--- src/rtl/aes_cipher_core.sv ---
// Iterative AES engine, one round per clock, encrypt or decrypt per block.
// AES-128/192/256 selected by nk/nr; round keys come precomputed from key expansion.
module aes_cipher_core #(
  parameter int nk = 4,
  parameter int nr = 10
) (
  input  logic                   clk,
  input  logic                   reset,
  input  logic                   in_valid,
  output logic                   in_ready,
  input  logic                   mode,
  input  logic [0:127]           Message,
  input  logic [0:128*(nr+1)-1]  keySchedule,
  output logic                   out_valid,
  input  logic                   out_ready,
  output logic [0:127]           result,
  output logic                   busy
);

  localparam int RW = $clog2(nr + 1);

  if (nr != nk + 6 || (nk != 4 && nk != 6 && nk != 8)) begin : g_bad_cfg
    $error("aes_cipher_core: nk must be 4/6/8 and nr must equal nk+6");
  end

  // byte 0 is the most significant byte; byte index = 4*column + row
  typedef logic [0:15][7:0] blk_t;
  typedef enum logic [1:0] {IDLE, ROUND, DONE} fsm_t;

  fsm_t            fsm;
  blk_t            st;
  logic [RW-1:0]   r;
  logic            mode_q;
  logic [127:0]    rk [0:nr];
  logic [RW-1:0]   ki;
  logic            last;
  logic            accept;
  blk_t            rnd_out;
  blk_t            init_st;

  for (genvar i = 0; i <= nr; i++) begin : g_rk
    assign rk[i] = keySchedule[128*i +: 128];
  end

  function automatic logic [7:0] xt(input logic [7:0] a);
    return {a[6:0], 1'b0} ^ (a[7] ? 8'h1b : 8'h00);
  endfunction

  function automatic logic [7:0] gmul(input logic [7:0] a, input logic [7:0] b);
    logic [7:0] p, x;
    p = '0;
    x = a;
    for (int i = 0; i < 8; i++) begin
      if (b[3'(i)]) p = p ^ x;
      x = xt(x);
    end
    return p;
  endfunction

  // a^254 is the multiplicative inverse in GF(2^8), and maps 0 to 0
  function automatic logic [7:0] ginv(input logic [7:0] a);
    logic [7:0] p, q;
    p = a;
    q = 8'h01;
    for (int i = 1; i < 8; i++) begin
      p = gmul(p, p);
      q = gmul(q, p);
    end
    return q;
  endfunction

  function automatic logic [7:0] sbox(input logic [7:0] a);
    logic [7:0] b;
    b = ginv(a);
    return b ^ {b[6:0], b[7]} ^ {b[5:0], b[7:6]} ^ {b[4:0], b[7:5]} ^ {b[3:0], b[7:4]} ^ 8'h63;
  endfunction

  function automatic logic [7:0] isbox(input logic [7:0] a);
    return ginv({a[6:0], a[7]} ^ {a[4:0], a[7:5]} ^ {a[1:0], a[7:2]} ^ 8'h05);
  endfunction

  function automatic blk_t subBytes(input blk_t s, input logic inv);
    blk_t o;
    for (int i = 0; i < 16; i++) o[4'(i)] = inv ? isbox(s[4'(i)]) : sbox(s[4'(i)]);
    return o;
  endfunction

  function automatic blk_t shiftRows(input blk_t s, input logic inv);
    blk_t o;
    for (int c = 0; c < 4; c++)
      for (int w = 0; w < 4; w++)
        if (inv) o[4'(4*((c + w) & 3) + w)] = s[4'(4*c + w)];
        else     o[4'(4*c + w)] = s[4'(4*((c + w) & 3) + w)];
    return o;
  endfunction

  function automatic blk_t mixColumns(input blk_t s);
    blk_t o;
    logic [7:0] a [4];
    for (int c = 0; c < 4; c++) begin
      for (int w = 0; w < 4; w++) a[w] = s[4'(4*c + w)];
      o[4'(4*c)]     = xt(a[0]) ^ xt(a[1]) ^ a[1] ^ a[2] ^ a[3];
      o[4'(4*c + 1)] = a[0] ^ xt(a[1]) ^ xt(a[2]) ^ a[2] ^ a[3];
      o[4'(4*c + 2)] = a[0] ^ a[1] ^ xt(a[2]) ^ xt(a[3]) ^ a[3];
      o[4'(4*c + 3)] = xt(a[0]) ^ a[0] ^ a[1] ^ a[2] ^ xt(a[3]);
    end
    return o;
  endfunction

  function automatic blk_t invMixColumns(input blk_t s);
    blk_t o;
    logic [7:0] a [4];
    for (int c = 0; c < 4; c++) begin
      for (int w = 0; w < 4; w++) a[w] = s[4'(4*c + w)];
      o[4'(4*c)]     = gmul(a[0], 8'h0e) ^ gmul(a[1], 8'h0b) ^ gmul(a[2], 8'h0d) ^ gmul(a[3], 8'h09);
      o[4'(4*c + 1)] = gmul(a[0], 8'h09) ^ gmul(a[1], 8'h0e) ^ gmul(a[2], 8'h0b) ^ gmul(a[3], 8'h0d);
      o[4'(4*c + 2)] = gmul(a[0], 8'h0d) ^ gmul(a[1], 8'h09) ^ gmul(a[2], 8'h0e) ^ gmul(a[3], 8'h0b);
      o[4'(4*c + 3)] = gmul(a[0], 8'h0b) ^ gmul(a[1], 8'h0d) ^ gmul(a[2], 8'h09) ^ gmul(a[3], 8'h0e);
    end
    return o;
  endfunction

  function automatic blk_t addRoundKey(input blk_t s, input logic [127:0] k);
    return s ^ k;
  endfunction

  function automatic blk_t encryptRound(input blk_t s, input logic [127:0] k);
    return addRoundKey(mixColumns(shiftRows(subBytes(s, 1'b0), 1'b0)), k);
  endfunction

  function automatic blk_t encryptLastRound(input blk_t s, input logic [127:0] k);
    return addRoundKey(shiftRows(subBytes(s, 1'b0), 1'b0), k);
  endfunction

  function automatic blk_t decryptRound(input blk_t s, input logic [127:0] k);
    return invMixColumns(addRoundKey(subBytes(shiftRows(s, 1'b1), 1'b1), k));
  endfunction

  function automatic blk_t decryptLastRound(input blk_t s, input logic [127:0] k);
    return addRoundKey(subBytes(shiftRows(s, 1'b1), 1'b1), k);
  endfunction

  assign in_ready = reset && (fsm == IDLE || (fsm == DONE && out_ready));
  assign accept   = in_valid && in_ready;
  assign last     = (r == RW'(nr));
  // decryption walks the schedule backwards
  assign ki       = mode_q ? RW'(nr) - r : r;
  assign init_st  = addRoundKey(Message, mode ? rk[nr] : rk[0]);

  always_comb begin
    rnd_out = st;
    case ({mode_q, last})
      2'b00:   rnd_out = encryptRound(st, rk[ki]);
      2'b01:   rnd_out = encryptLastRound(st, rk[ki]);
      2'b10:   rnd_out = decryptRound(st, rk[ki]);
      default: rnd_out = decryptLastRound(st, rk[ki]);
    endcase
  end

  always_ff @(posedge clk or negedge reset) begin
    if (!reset) begin
      fsm       <= IDLE;
      st        <= '0;
      r         <= '0;
      mode_q    <= 1'b0;
      result    <= '0;
      out_valid <= 1'b0;
      busy      <= 1'b0;
    end else begin
      case (fsm)
        IDLE: if (accept) begin
          st     <= init_st;
          r      <= RW'(1);
          mode_q <= mode;
          busy   <= 1'b1;
          fsm    <= ROUND;
        end
        ROUND: begin
          st <= rnd_out;
          if (last) begin
            result    <= rnd_out;
            out_valid <= 1'b1;
            busy      <= 1'b0;
            fsm       <= DONE;
          end else begin
            r <= r + RW'(1);
          end
        end
        DONE: if (out_ready) begin
          out_valid <= 1'b0;
          // same-cycle handoff and accept goes straight back to ROUND
          if (in_valid) begin
            st     <= init_st;
            r      <= RW'(1);
            mode_q <= mode;
            busy   <= 1'b1;
            fsm    <= ROUND;
          end else begin
            fsm <= IDLE;
          end
        end
        default: fsm <= IDLE;
      endcase
    end
  end

endmodule

--- config.mk ---
export PLATFORM = sky130hd
export DESIGN_NAME = aes_cipher_core
export DESIGN_NICKNAME = d
export VERILOG_FILES = /design/src/rtl/aes_cipher_core.sv
export SDC_FILE = /design/constraint.sdc
export NUM_CORES = 2
export LEC_CHECK = 0
export ABC_CLOCK_PERIOD_IN_PS = 16990
export CAP_MARGIN = 10
export CORE_AREA = 8 8 644 646
export CTS_CLUSTER_SIZE = 10
export DETAILED_ROUTE_END_ITERATION = 10
export DIE_AREA = 0 0 652 654
export PLACE_DENSITY = 0.46
export SYNTH_ARGS = -nofsm -noshare
export SYNTH_HDL_FRONTEND = slang
export SYNTH_SLANG_ARGS = --single-unit
--- constraint.sdc ---
create_clock -name clk -period 16.99 [get_ports clk]
set_input_delay 3.398 -clock clk [delete_from_list [all_inputs] [get_ports clk]]
set_output_delay 3.398 -clock clk [all_outputs]
set_load 0.02 [all_outputs]
==> key figures <==
Floorplanning
  – Die ar.: 426000 um2
  – Initial Util: 18.6%
  – Die span in y: about 650 um
  – Core area: roughly 400000 um2
  – Core Rows: 234
  – Die X: about 650 um
  – IO Pins: around 1700

Yosys
  – Largest family of logic cells by synthesized area: XOR/XNOR gates
  – Gate Count Post-Synth: 9698
  – Syn_area_per_cell: 7.74 um2
  – Post-synthesis simple-gate area fraction: 21.1%
  – Predominant post-synthesis flop cell: dfrtp_1
  – Mapped Area: approximately 75000 um2
  – Mux share of post-synthesis cell area: 9.38%
  – Flops & latches, synth: 121
  – Synth Area in Compound Gates: around 18%
  – Synth Area in Adders: 1.24%
  – Ys async rst share: 100%
  – Ys Warns: 0
  – Yosys cell types: 144
  – Post-synthesis xor/xnor area fraction: 41.8%
  – Post-synth EDFFs: 0
  – Sequential share of the synthesized area: 4.03%

Setup path
  – Worst Reg2Reg Path Length in Cells: 53
  – RR Endpoint: result[35]
  – FF-to-FF Start: st[94]
  – WP buf/inv: 6
  – Data required, critical path: about 17 ns
  – Crit path DAT: 16.21 ns
  – Setup crit start: st[94]
  – Top Family by Delay on Critical Path: XOR/XNOR gates
  – Crit end category: register
  – Crit Path Class: register to register
  – Top fanout value on the critical path: 20
  – R2R setup slack: about 1.2 ns
  – Crit-path max cell delay: about 0.76 ns
  – Kind of start point of the critical path: register
  – Most used cell, CP: xnor2_1
  – Worst path depth: 53
  – Slowest-stage cell, CP: nor2_1

STA
  – Max-Slew Margin vs Limit: between 10% and 20%
  – Setup TNS: 0 ns
  – Hold Vio Cnt, Final: 0
  – Final min period: 15.83 ns
  – Final period util: roughly 93%
  – FMAX: about 63 MHz
  – Slew Viols, Final: 0
  – Final setup vio count: 0
  – Worst-Margin Slew: approximately 1.2 ns
  – Clock Skews: 0.0215 ns
  – Unrepaired setup endpoints after global routing: false

Route
  – Drt first pass iters: 6
  – Vias per inst: 4.75
  – Post-route ant nets: 0
  – Avg WL per Cell: around 27 um
  – Routed vias: 75800
  – Iteration-0 DRC Markers: 6804
  – Routed WL: 426000 um
  – Remaining DRCs: 0

Outcome
  – Status: complete, no violations

Clock network
  – Clock slew at reported path FFs: 0.07 ns
  – Worst-Skew Late Latency: roughly 0.51 ns
  – Clk sinks: 121
  – CTS tree: done
  – Buffers inserted by post-CTS timing repair: 0
  – CTS Buffer Depth: 2
  – CTS Root Cell: clkbuf_16
  – CTS Hold Bufs: 0
  – Total CTS buffers: 17
  – Resized Gates After CTS: 0
  – H-tree depth: 4

Placement
  – GP Congestion: 0.972
  – Port bufs: 823
  – Dpl hpwl: 363000 um

Global routing
  – Vias in the first global route: 70400
  – Antenna violations before repair: between 150 and 200
  – Largest net degree at the start of global routing: between 70 and 80
  – GRT Total Usage: approximately a fifth
  – First-pass GRT wire length: 576000 um
  – Global route overflow: 0

Finish
  – Layout area overhead: 21.7%
  – Multi-input gate area: 69200 um2
  – Ratio of cells with drive above 1 in the final layout: 8.28%
  – Fillers: 45300
  – Flip-flop and latch area: between 3000 and 4000 um2
  – Nets: around 12000

Worst hold path
  – Hold depth: 2
  – Min-delay worst type: register to register
  – Hold path start: busy
  – Endpoint, Worst Hold: busy

Run
  – Max-Cap Viols: 0
==> cells in the final DEF, fill, tap and decap left out, drive strengths merged, types with 58 or more instances in the layout <==
| cell | Yosys | routed |
|---|---|---|
| and3 | 71 | 71 |
| a31oi | 130 | 130 |
| xor3 | 91 | 91 |
| a211oi | 117 | 117 |
| or2 | 65 | 65 |
| nor3 | 247 | 247 |
| a21oi | 398 | 398 |
| nor4 | 58 | 58 |
| dfrtp | 121 | 121 |
| o211ai | 114 | 114 |
| xor2 | 664 | 664 |
| ha | 71 | 71 |
| mux4 | 131 | 131 |
| o22ai | 134 | 134 |
| mux2i | 334 | 334 |
| buf | 250 | 346 |
| inv | 137 | 140 |
| xnor3 | 346 | 346 |
| conb | 1 | 64 |
| diode | 0 | 137 |
| a22oi | 86 | 86 |
| nand2 | 1009 | 1009 |
| clkdlybuf4s50 | 0 | 821 |
| o21ai | 342 | 342 |
| nand3 | 216 | 216 |
| a211o | 58 | 58 |
| nor2 | 1298 | 1298 |
| xnor2 | 1707 | 1707 |
| and2 | 105 | 105 |
| nand2b | 129 | 129 |
| nor2b | 97 | 97 |
| mux2 | 64 | 64 |
==> flip-flops by register name (all words and copies together), names as in the netlist <==
register / count
result: 64
out_valid: 1
mode_q: 1
fsm: 2
st: 48
r: 4
busy: 1
==> worst register-to-register path, delay by kind of cell, from the launching register on <==
kind | cells | cell delay (ns)
fa+ha+maj | 5 | 1.80
flops | 1 | 0.42
compound gates | 8 | 2.61
xor+xnor | 16 | 4.50
mux | 6 | 1.82
simple gates | 12 | 3.29
buf+inv | 6 | 1.24
==> cells in the mapped netlist (41+ instances only) <==
library cell  number  area share, %
ha_1              71            1.2
nor2b_1           97           0.81
nand2b_1         128            1.1
nand2_1         1008            5.0
buf_1             43           0.21
and3_1            71           0.59
a211oi_1         104            1.0
nor4_1            51           0.42
buf_4             90           0.90
mux2i_1          330            4.4
nor3_1           237            1.6
nand3_1          213            1.4
buf_2            109           0.73
xor2_1           646            7.5
o22ai_1          133            1.1
o31ai_1           41           0.41
xnor3_1          334             10
a22oi_1           85           0.85
o21a_1            45           0.45
clkbuf_1         321            1.6
o211a_1           44           0.59
a21oi_1          393            2.6
mux2_2            62           0.93
xor3_1            86            2.7
o21ai_0          309            2.1
a31oi_1          124            1.0
dfrtp_1          121            4.0
or3_1             54           0.45
xnor2_1         1661             19
mux4_2           131            3.9
inv_1            116           0.58
o211ai_1         113            1.1
nor2_1          1287            6.4
a21o_1            55           0.55
a211o_1           58           0.68
and2_1            98           0.82
==> per-layer routing <==
layer | vias up | global-route usage (%) | wire length (um) | share of wire [%]
met5 | - | 0 | 531 | 0.12
met3 | 499 | 7.83 | 45900 | 11
met1 | 37000 | 23.5 | 177000 | 42
li1 | 35600 | - | - | -
met2 | 2600 | 27.4 | 178000 | 42
met4 | 84 | 10.2 | 24700 | 5.8
==> worst max-delay path by stage <==
stage                       to  slack (ns)
floorplan           result[58]        3.05
global placement    result[35]        1.45
detailed placement  result[35]        1.41
CTS                 result[35]        1.39
global route        result[35]        0.04
finish              result[35]        1.16
==> per-stage QoR <==
step | std cells | utilization [%] | setup slack (ns) | cell area [um2] | hold WS, ns
CTS | 15800 | 22.5 | 1.39 | 91000 | 0.486
detailed placement | 15800 | 22.4 | 1.41 | 90400 | 0.470
floorplan | 9761 | - | 3.05 | 75300 | 0.518
global placement | 15800 | 22.4 | 1.45 | 90400 | 0.461
global route | 15900 | 22.5 | 0.0422 | 91200 | 0.505
finish | 16000 | 22.6 | 1.16 | 91400 | 0.479
==> layout make-up <==
class	instances	share of cell area, %
Multi-Input combinational cell	8918	75.8
Tap cell	5428	7.43
Inverter	151	0.620
Clock buffer	20	0.489
Timing Repair Buffer	1167	11.8
Clock inverter	12	0.129
Sequential cell	121	3.32
Antenna cell	137	0.375
==> cells by family (layout without fill, tap and decap cells) <==
family / after synthesis / after routing
compound gates: 1961 / 1961
simple gates: 3481 / 3481
buf+inv: 722 / 1350
mux: 529 / 529
xor+xnor: 2808 / 2808
other cells: 1 / 201
fa+ha+maj: 75 / 75
flops: 121 / 121
Power is not shown: default switching activity piles up to over one toggle a cycle in this logic, so the estimate is an artifact.
